===== src/rtl/ad9866_spi_ctrl.sv =====
// ad9866_spi_ctrl
// Write-only SPI master for the AD9866 configuration port. After reset it
// waits STARTUP clocks, then sends the INIT_TABLE register writes (entry 0
// first). After that it serves single host register writes through a
// req/ack handshake.
//
// Ports
//   clk        SPI state-machine clock (IF_clk)
//   rst_n      asynchronous active-low reset
//   wr_req     level request for a host register write
//   wr_addr    register address, latched in the wr_ack cycle's launching edge
//   wr_data    register data, latched together with wr_addr
//   wr_ack     one-cycle pulse: the request was accepted
//   busy       low only while idle with no frame in progress
//   init_done  sticky flag, set once the last init frame has completed
//   sclk       SPI clock (idle low)
//   sdio       SPI data, MSB first, changes on sclk falling edges
//   sen_n      SPI enable, active low
module ad9866_spi_ctrl #(
    parameter int                   CLK_DIV    = 8,
    parameter int                   STARTUP    = 1024,
    parameter int                   INIT_N     = 4,
    parameter logic [INIT_N*14-1:0] INIT_TABLE = {INIT_N{14'h0}}
) (
    input  logic       clk,
    input  logic       rst_n,
    input  logic       wr_req,
    input  logic [5:0] wr_addr,
    input  logic [7:0] wr_data,
    output logic       wr_ack,
    output logic       busy,
    output logic       init_done,
    output logic       sclk,
    output logic       sdio,
    output logic       sen_n
);

    typedef enum logic [2:0] {
        WAIT,
        INIT_LOAD,
        SHIFT,
        GAP,
        IDLE,
        HOST_LOAD
    } state_t;

    localparam logic [15:0] START_LAST = 16'(STARTUP - 1);
    localparam logic [15:0] START_MAX  = 16'(STARTUP);
    localparam logic [7:0]  DIV_LAST   = 8'(CLK_DIV - 1);
    localparam logic [3:0]  IDX_LAST   = 4'(INIT_N - 1);
    localparam logic [4:0]  BIT_LAST   = 5'd23;

    state_t      state;
    logic [15:0] start_cnt;
    logic [7:0]  half_cnt;
    logic [4:0]  bit_cnt;
    logic        phase;       // 0: sclk low half of a bit, 1: sclk high half
    logic [3:0]  idx;
    logic [22:0] shreg;       // bits still to be sent after the one on sdio
    logic [5:0]  host_addr;
    logic [7:0]  host_data;
    logic [13:0] init_entry;
    logic [23:0] load_frame;
    logic        shift_en;

    // Frame: write bit, 1-byte length, 7 zero address MSBs, addr, data.
    function automatic logic [23:0] make_frame(input logic [5:0] a, input logic [7:0] d);
        return {1'b0, 2'b00, 7'b0, a, d};
    endfunction

    always_comb begin
        init_entry = INIT_TABLE[int'(idx)*14 +: 14];
        load_frame = make_frame(init_entry[13:8], init_entry[7:0]);
        if (state == HOST_LOAD) begin
            load_frame = make_frame(host_addr, host_data);
        end
    end

    // The next bit goes out at the end of a high half, i.e. on sclk falling.
    assign shift_en = (state == SHIFT) && (half_cnt == DIV_LAST) && phase &&
                      (bit_cnt != BIT_LAST);

    // Data path: host payload latch and frame shift register (no reset needed).
    always_ff @(posedge clk) begin
        if (state == IDLE && wr_req) begin
            host_addr <= wr_addr;
            host_data <= wr_data;
        end
        if (state == INIT_LOAD || state == HOST_LOAD) begin
            shreg <= load_frame[22:0];
        end else if (shift_en) begin
            shreg <= {shreg[21:0], 1'b0};
        end
    end

    // Control state machine with registered outputs.
    always_ff @(posedge clk or negedge rst_n) begin
        if (!rst_n) begin
            state     <= WAIT;
            start_cnt <= '0;
            half_cnt  <= '0;
            bit_cnt   <= '0;
            phase     <= 1'b0;
            idx       <= '0;
            wr_ack    <= 1'b0;
            busy      <= 1'b1;
            init_done <= 1'b0;
            sclk      <= 1'b0;
            sdio      <= 1'b0;
            sen_n     <= 1'b1;
        end else begin
            wr_ack <= 1'b0;
            case (state)
                WAIT: begin
                    if (start_cnt != START_MAX) begin
                        start_cnt <= start_cnt + 16'd1;
                    end
                    if (start_cnt == START_LAST) begin
                        state <= INIT_LOAD;
                        idx   <= '0;
                    end
                end
                INIT_LOAD, HOST_LOAD: begin
                    sdio     <= load_frame[23];
                    sen_n    <= 1'b0;
                    sclk     <= 1'b0;
                    half_cnt <= '0;
                    bit_cnt  <= '0;
                    phase    <= 1'b0;
                    state    <= SHIFT;
                end
                SHIFT: begin
                    if (half_cnt == DIV_LAST) begin
                        half_cnt <= '0;
                        if (!phase) begin
                            phase <= 1'b1;
                            sclk  <= 1'b1;
                        end else begin
                            phase <= 1'b0;
                            sclk  <= 1'b0;
                            if (bit_cnt == BIT_LAST) begin
                                sen_n <= 1'b1;
                                sdio  <= 1'b0;
                                state <= GAP;
                            end else begin
                                bit_cnt <= bit_cnt + 5'd1;
                                sdio    <= shreg[22];
                            end
                        end
                    end else begin
                        half_cnt <= half_cnt + 8'd1;
                    end
                end
                GAP: begin
                    if (half_cnt == DIV_LAST) begin
                        half_cnt <= '0;
                        if (init_done) begin
                            busy  <= 1'b0;
                            state <= IDLE;
                        end else if (idx == IDX_LAST) begin
                            init_done <= 1'b1;
                            busy      <= 1'b0;
                            state     <= IDLE;
                        end else begin
                            idx   <= idx + 4'd1;
                            state <= INIT_LOAD;
                        end
                    end else begin
                        half_cnt <= half_cnt + 8'd1;
                    end
                end
                IDLE: begin
                    if (wr_req) begin
                        wr_ack <= 1'b1;
                        busy   <= 1'b1;
                        state  <= HOST_LOAD;
                    end
                end
                default: state <= WAIT;
            endcase
        end
    end

endmodule


===== config.mk =====
export PLATFORM = sky130hd
export DESIGN_NAME = ad9866_spi_ctrl
export DESIGN_NICKNAME = d
export VERILOG_FILES = /design/src/rtl/ad9866_spi_ctrl.sv
export SDC_FILE = /design/constraint.sdc
export NUM_CORES = 1
export LEC_CHECK = 0
export ABC_CLOCK_PERIOD_IN_PS = 2600
export BUFFER_PORTS_ARGS = -buffer_cell sky130_fd_sc_hd__buf_2
export CAP_MARGIN = 20
export CORE_MARGIN = 2
export CORE_UTILIZATION = 60
export CTS_CLUSTER_SIZE = 24
export DETAILED_ROUTE_END_ITERATION = 8
export PLACE_DENSITY = 0.79
export RECOVER_POWER = 25
export SETUP_SLACK_MARGIN = 0.05
export SYNTH_ARGS = -nofsm -noshare
export SYNTH_HDL_FRONTEND = slang
export SYNTH_SLANG_ARGS = --single-unit

===== constraint.sdc =====
create_clock -name clk -period 2.6 [get_ports clk]
set_clock_uncertainty 0.05 [all_clocks]
set_input_delay 0.39 -clock clk [delete_from_list [all_inputs] [get_ports clk]]
set_output_delay 0.39 -clock clk [all_outputs]
set_load 0.005 [all_outputs]

==> results of run 1 <==
logic make-up after synthesis:
family / synth area share (%)
buf+inv: 2.70
mux: 1.42
compound gates: 9.61
simple gates: 21.1
xor+xnor: 3.63
fa+ha+maj: 1.73
flops: 59.8
final timing paths:
kind	start	end
setup / recovery	half_cnt[0]	shreg[11]
hold / removal	rst_n	half_cnt[6]
setup reg to reg	half_cnt[0]	shreg[11]
hold reg to reg	start_cnt[10]	start_cnt[10]
max in group asynchronous	rst_n	start_cnt[0]
min in group clk	wr_data[2]	host_data[2]
metrics by stage:
step	util (%)	total power, mW	worst slack, ps	instance area (um2)	instances
3_3_place_gp	64.6	1.36	734	3800	408
4_1_cts	68.2	2.34	677	4020	424
5_1_grt	68.2	2.39	476	4020	424
3_5_place_dp	64.6	1.36	699	3800	408
6_report	68.2	2.32	678	4020	424
2_1_floorplan	-	1.33	530	3620	317
worst max-delay path: stages (launching register included):
cell	delay [ps]
dfrtp_1	390
ha_1	220
and4bb_2	350
nand4_4	170
nand2_1	120
buf_4	300
cells in the final DEF (no fill, tap or decap), types with 4 or more instances in the layout:
master    Yosys  final
nand2_1      53     53
dfrtp_1      40     40
edfxtp_1     37     37
o21ai_0      25     25
buf_2         3     22
nand3_1      18     18
xnor2_1      13     13
and2_1       10     10
nand4_1      10     10
clkbuf_8      0      9
inv_1         8      8
nor2_1        7      7
a21oi_1       7      7
and3_1        7      7
buf_4         1      6
or3_1         5      5
ha_1          5      5
mux2i_1       4      4
cell type report:
type	count	area [um2]
flip-flops and latches	79	2160
fillers	430	1870
multi-input cells	218	1360
repair buffers	28	155
clock buffers	10	128
well taps	75	93.8
clock inverters	6	86.3
inverters	8	30.0
registers in the layout (all words and copies together) (netlist names):
register / cells
idx: 4
host_data: 8
sdio: 1
state: 3
start_cnt: 16
shreg: 23
host_addr: 6
wr_ack: 1
init_done: 1
half_cnt: 8
bit_cnt: 5
phase: 1
busy: 1
sen_n: 1
routing by layer:
metal  wire length (um)  vias to the layer above
met4                 99                        0
met3                240                        9
met1               3120                     1180
met2               3020                       52
met5                  0                        -
li1                   -                     1204
where the power goes:
part           switching (mW)  internal, mW  leakage, nW
clock                   0.453         0.539        0.106
sequential           0.000371          1.30        0.864
combinational          0.0156       0.00949        0.651
==> results_dict.tcl, run 1 <==
set metrics [dict create \
    run_status "complete, no violations" \
    first_pass_iters 4 \
    crit_path_end_kind "flop" \
    grt-ovfl-total 0 \
    grt_pass1_vias 2307 \
    die_x_um 81.7 \
    hpwlAfterDp_um 4250 \
    die-area_um2 6670 \
    drt-vias-per-instance 5.77 \
    slew_headroom_pct 39.0 \
    routabilityCongestion 0.822 \
    clockBufferDepth 2 \
    cts_made_buffers 9 \
    track_usage_pct 22.1 \
    whs_ps 115 \
    drv_slew 0 \
    io_buffers 22 \
    synth_edf_count 37 \
    yosysWarnings 0 \
    top_usage_layer "met2" \
    drt_iter0_drc 192 \
    finalSetupViolCount 0 \
    irDropWorstVdd_v 0.000480 \
    cts_setup_buffers 0 \
    netlist_area_um2 3620 \
    critPathLaunchType "flop" \
    use_met3_pct 5.49 \
    yosysSeqAreaShare_pct 59.8 \
    vias 2445 \
    worst_pin_slew_ps 915 \
    cts_root_buf "clkbuf_8" \
    finalCritPeriodShare_pct 73.9 \
    ys_types 57 \
    die_h_um 81.7 \
    io_pins 23 \
    worstSetupPathType "reg2reg" \
    cts_tree "yes" \
    cts_sinks 79 \
    nets 366 \
    grt_util_met1_pct 31.1 \
    start_util_pct 61.5 \
    route.detailed.drc 0 \
    drive_above_1_share_pct 16.3 \
    clkLatencyLatePin_ps 350 \
    finalHoldViolCount 0 \
    synth_most_common_cell "nand2_1" \
    drt.antenna.violating_nets 0 \
    area_delta_synth_final_pct 10.9 \
    synth_commonest_cells "nand2_1 (53), dfrtp_1 (40), edfxtp_1 (37)" \
    hold_buffers 0 \
    diodes 0 \
    gr-usage-met2_pct 33.4 \
    grt_first_pass_wirelength_um 11000 \
    cp.required_ps 2580 \
    antenna_found_initial 0 \
    core_um2 5890 \
    setup_tns_ps 0 \
    p_per_area_nw_per_um2 578 \
    r2r_slack_ps 680 \
    hp-class "in2async" \
    synth_area_leaders "edfxtp_1 (31%), dfrtp_1 (28%), nand2_1 (5.5%)" \
    max_freq_mhz 520 \
    syn-instance-count 317 \
    synth_top_flop_cell "dfrtp_1" \
    synth_top_area_share_pct 30.7 \
    grt_max_degree 43 \
    clk_pin_slew_worst_paths_ps 80 \
    htreeDepth 3 \
    async_flop_share_pct 53.2 \
    cp.arrival_ps 1900 \
    rows 28 \
    cts_repair_resize_count 0 \
    synth-seq-cells 79 \
    wl_per_cell_um 15.3 \
    p_leak_nw 1.62 \
    reg2reg_depth 5 \
    syn_area_per_cell_um2 11.4 \
    totalWireLength_um 6480 \
    yosysTopAreaCell "edfxtp_1" \
    syn_nets 339 \
    period_minus_slack_ps 1920 \
    maxCapViolations 0 \
    cp_max_fo 24 \
    rsz0062_at_grt "no" \
]
(Power assumes the default switching activity.)
==> inputs of run 2 (changes only) <==
--- a/config.mk
+++ b/config.mk
@@ -5,7 +5,8 @@
 export SDC_FILE = /design/constraint.sdc
 export NUM_CORES = 1
 export LEC_CHECK = 0
-export ABC_CLOCK_PERIOD_IN_PS = 2600
+export ABC_AREA = 1
+export ABC_CLOCK_PERIOD_IN_PS = 1900
 export BUFFER_PORTS_ARGS = -buffer_cell sky130_fd_sc_hd__buf_2
 export CAP_MARGIN = 20
 export CORE_MARGIN = 2
==> constraint.sdc (replaced) <==
create_clock -name clk -period 1.9 [get_ports clk]
set_clock_uncertainty 0.05 [all_clocks]
set_input_delay 0.285 -clock clk [delete_from_list [all_inputs] [get_ports clk]]
set_output_delay 0.285 -clock clk [all_outputs]
set_load 0.005 [all_outputs]
==> results_dict.tcl, run 2 <==
set metrics [dict create \
    drive_above_1_share_pct 18.5 \
    synth_top_area_share_pct 28.9 \
    yosys-mux-area-fraction_pct 0 \
    finalSetupViolCount 0 \
    max_stage_delay_ps 400 \
    drt.antenna.violating_nets 0 \
    drt_iter0_drc 190 \
    regArea_um2 2160 \
    synth_adder_area_share_pct 1.63 \
    syn_nets 448 \
    path_cells "ha_1 > nand2_1 > inv_1 > nand3_1 > o21a_1 > nand2_4 > clkinvlp_4 > buf_12" \
    cp_top_family "flip-flops" \
    yosysWarnings 0 \
    place_area_um2 4120 \
    core_um2 6280 \
    final_cell_area_um2 4400 \
    yosysTopAreaCell "edfxtp_1" \
    reg2reg_depth 8 \
    hpwlAfterDp_um 4720 \
    slew_headroom_pct 29.7 \
    irDropWorstVdd_v 0.000639 \
    cts_tree "yes" \
    die_x_um 84.1 \
    cts_sinks 79 \
    p_leak_nw 1.89 \
    hp-class "in2reg" \
    fill_cells 484 \
    cp_max_fo 16 \
    synth_top_family_by_area "simple AND/OR/NAND/NOR gates" \
    largest_register_ffs 23 \
    synth_top_flop_cell "dfrtp_1" \
    synth_most_common_cell "nand2_1" \
    netlist_area_um2 3850 \
    nets 487 \
    cts_made_buffers 9 \
    route.detailed.drc 0 \
    holdPathEnd "host_data[7]" \
    top_regs "shreg: 23 flops, start_cnt: 16 flops" \
    layout_common_cells "nand2_1 (115), inv_1 (46), dfrtp_1 (40), nand3_1 (39), edfxtp_1 (37)" \
    finalHoldViolCount 0 \
    grt_first_pass_wirelength_um 11700 \
    grt_pass1_vias 2558 \
    clockBufferDepth 2 \
    synth_compound_area_share_pct 6.15 \
    drt-vias-per-instance 5.23 \
    syn_area_per_cell_um2 9.03 \
    io_pins 23 \
    grt_max_degree 43 \
    cp.required_ps 1960 \
    r2r_slack_ps 150 \
    die_h_um 84.1 \
    diodes 0 \
    wl_per_cell_um 12.6 \
    worstReg2RegStart "bit_cnt[0]" \
    drv_slew 0 \
    vias 2859 \
    finalCritPeriodShare_pct 92.1 \
    r2r-end "shreg[0]" \
    largest_register "shreg" \
    cts_root_buf "clkbuf_8" \
    clk_pin_slew_worst_paths_ps 90 \
    worstSetupPathType "reg2reg" \
    clkLatencyLatePin_ps 350 \
    routabilityCongestion 0.899 \
    antenna_found_initial 0 \
    synth-xor-area-share_pct 2.73 \
    area_delta_synth_final_pct 14.3 \
    yosys.area_share.simple_pct 26.8 \
    async_flop_share_pct 53.2 \
    ys_types 36 \
    die-area_um2 7070 \
    finalPower_mw 3.32 \
    max_freq_mhz 571 \
    critPathSlowestCell "dfrtp_1" \
    htreeDepth 3 \
    p_per_area_nw_per_um2 755 \
    worst_pin_slew_ps 1050 \
    syn-instance-count 426 \
    period_minus_slack_ps 1750 \
    track_usage_pct 20.9 \
    setup_tns_ps 0 \
    synth_commonest_cells "nand2_1 (115), inv_1 (47), dfrtp_1 (40)" \
    first_pass_iters 5 \
    grt-ovfl-total 0 \
    multi_input_area_um2 1450 \
    run_status "complete, no violations" \
    synth_area_leaders "edfxtp_1 (29%), dfrtp_1 (26%), nand2_1 (11%)" \
    maxCapViolations 0 \
    cp.arrival_ps 1810 \
    holdPathStages 1 \
    min-delay-start "wr_data[7]" \
    rsz0062_at_grt "no" \
    totalWireLength_um 6910 \
    timing.critical_path.buf_inv 3 \
    synth_edf_count 37 \
    crit_path_end_kind "flop" \
    yosysSeqAreaShare_pct 56.3 \
    fin_util_pct 70.1 \
    start_util_pct 61.3 \
    io_buffers 22 \
    critPathLaunchType "flop" \
    rows 29 \
    final_common_cell "nand2_1" \
    synth-seq-cells 79 \
]
==> run 2: cell types whose count changed in the layout (fill, tap and decap cells not counted), sizes merged, moves of 5 or more <==
cell / previous run / this run
nand3: 18 / 41
or3: 5 / 0
and3: 7 / 1
inv: 8 / 55
nor2: 9 / 42
xnor2: 13 / 1
and2: 10 / 0
xor2: 2 / 11
buf: 28 / 34
nand2: 53 / 126
==> run 2: power by group <==
part / switching (mW) / total, mW / internal [mW]
clock network: 0.620 / 1.50 / 0.885
registers: 0 / 1.78 / 1.78
logic: 0.0217 / 0.0350 / 0.0133
total: 0.641 / 3.32 / 2.68
==> run 2: through the flow <==
stage	hold slack, ps	setup WS (ps)	cells
2_1_floorplan	-60.6	22.7	426
3_3_place_gp	335	113	528
3_5_place_dp	344	72.2	528
4_1_cts	40.9	157	547
5_1_grt	37.9	57.9	547
6_report	56.0	149	547
==> run 2: final cells by class <==
| type | instances | area share (%) |
|---|---|---|
| well taps | 77 | 2.19 |
| clock buffers | 10 | 2.90 |
| flip-flops and latches | 79 | 49.2 |
| inverters | 54 | 4.92 |
| clock inverters | 6 | 2.65 |
| repair buffers | 36 | 5.18 |
| multi-input cells | 285 | 32.9 |
==> run 2: worst register-to-register path: cells and delay by family (launching register included) <==
family / cells / cell delay, ps
flip-flops: 1 / 400
AND/OR/NAND/NOR: 3 / 250
adder cells (fa/ha/maj): 1 / 200
buffers and inverters: 3 / 390
AO/OA/AOI/OAI: 1 / 220
==> run 2: worst max path at each step <==
stage                       from  endpoint  slack [ps]  depth (start not counted)
global route        start_cnt[0]  state[1]          60                          8
finish                bit_cnt[0]  shreg[0]         150                          8
global placement      bit_cnt[0]  shreg[0]         110                          8
floorplan               state[2]  shreg[0]          20                          8
CTS                 start_cnt[0]  state[1]         160                          8
detailed placement    bit_cnt[0]  shreg[3]          70                          8
==> run 2: per-layer routing <==
layer / share of wire, % / vias up / global-route usage, %
met5: 0 / - / 0
met4: 2.1 / 0 / 9.82
met3: 3.4 / 12 / 3.26
met2: 48 / 60 / 32.5
met1: 46 / 1326 / 29.0
li1: - / 1461 / -
==> run 2: repair_timing <==
action / 4_1_cts / 5_1_grt
setup endpoints to repair: 2 / 4
gates resized for setup: 0 / 4
hold buffers: 1 / 0
setup buffers: 2 / 0
endpoints found under the hold margin: 40 / 0
==> run 2: cells by family (layout without fill, tap and decap cells) <==
group,after synthesis,in the layout
compound gates,42,42
xor+xnor,12,12
fa+ha+maj,5,5
buf+inv,62,106
flops,79,79
simple gates,226,226
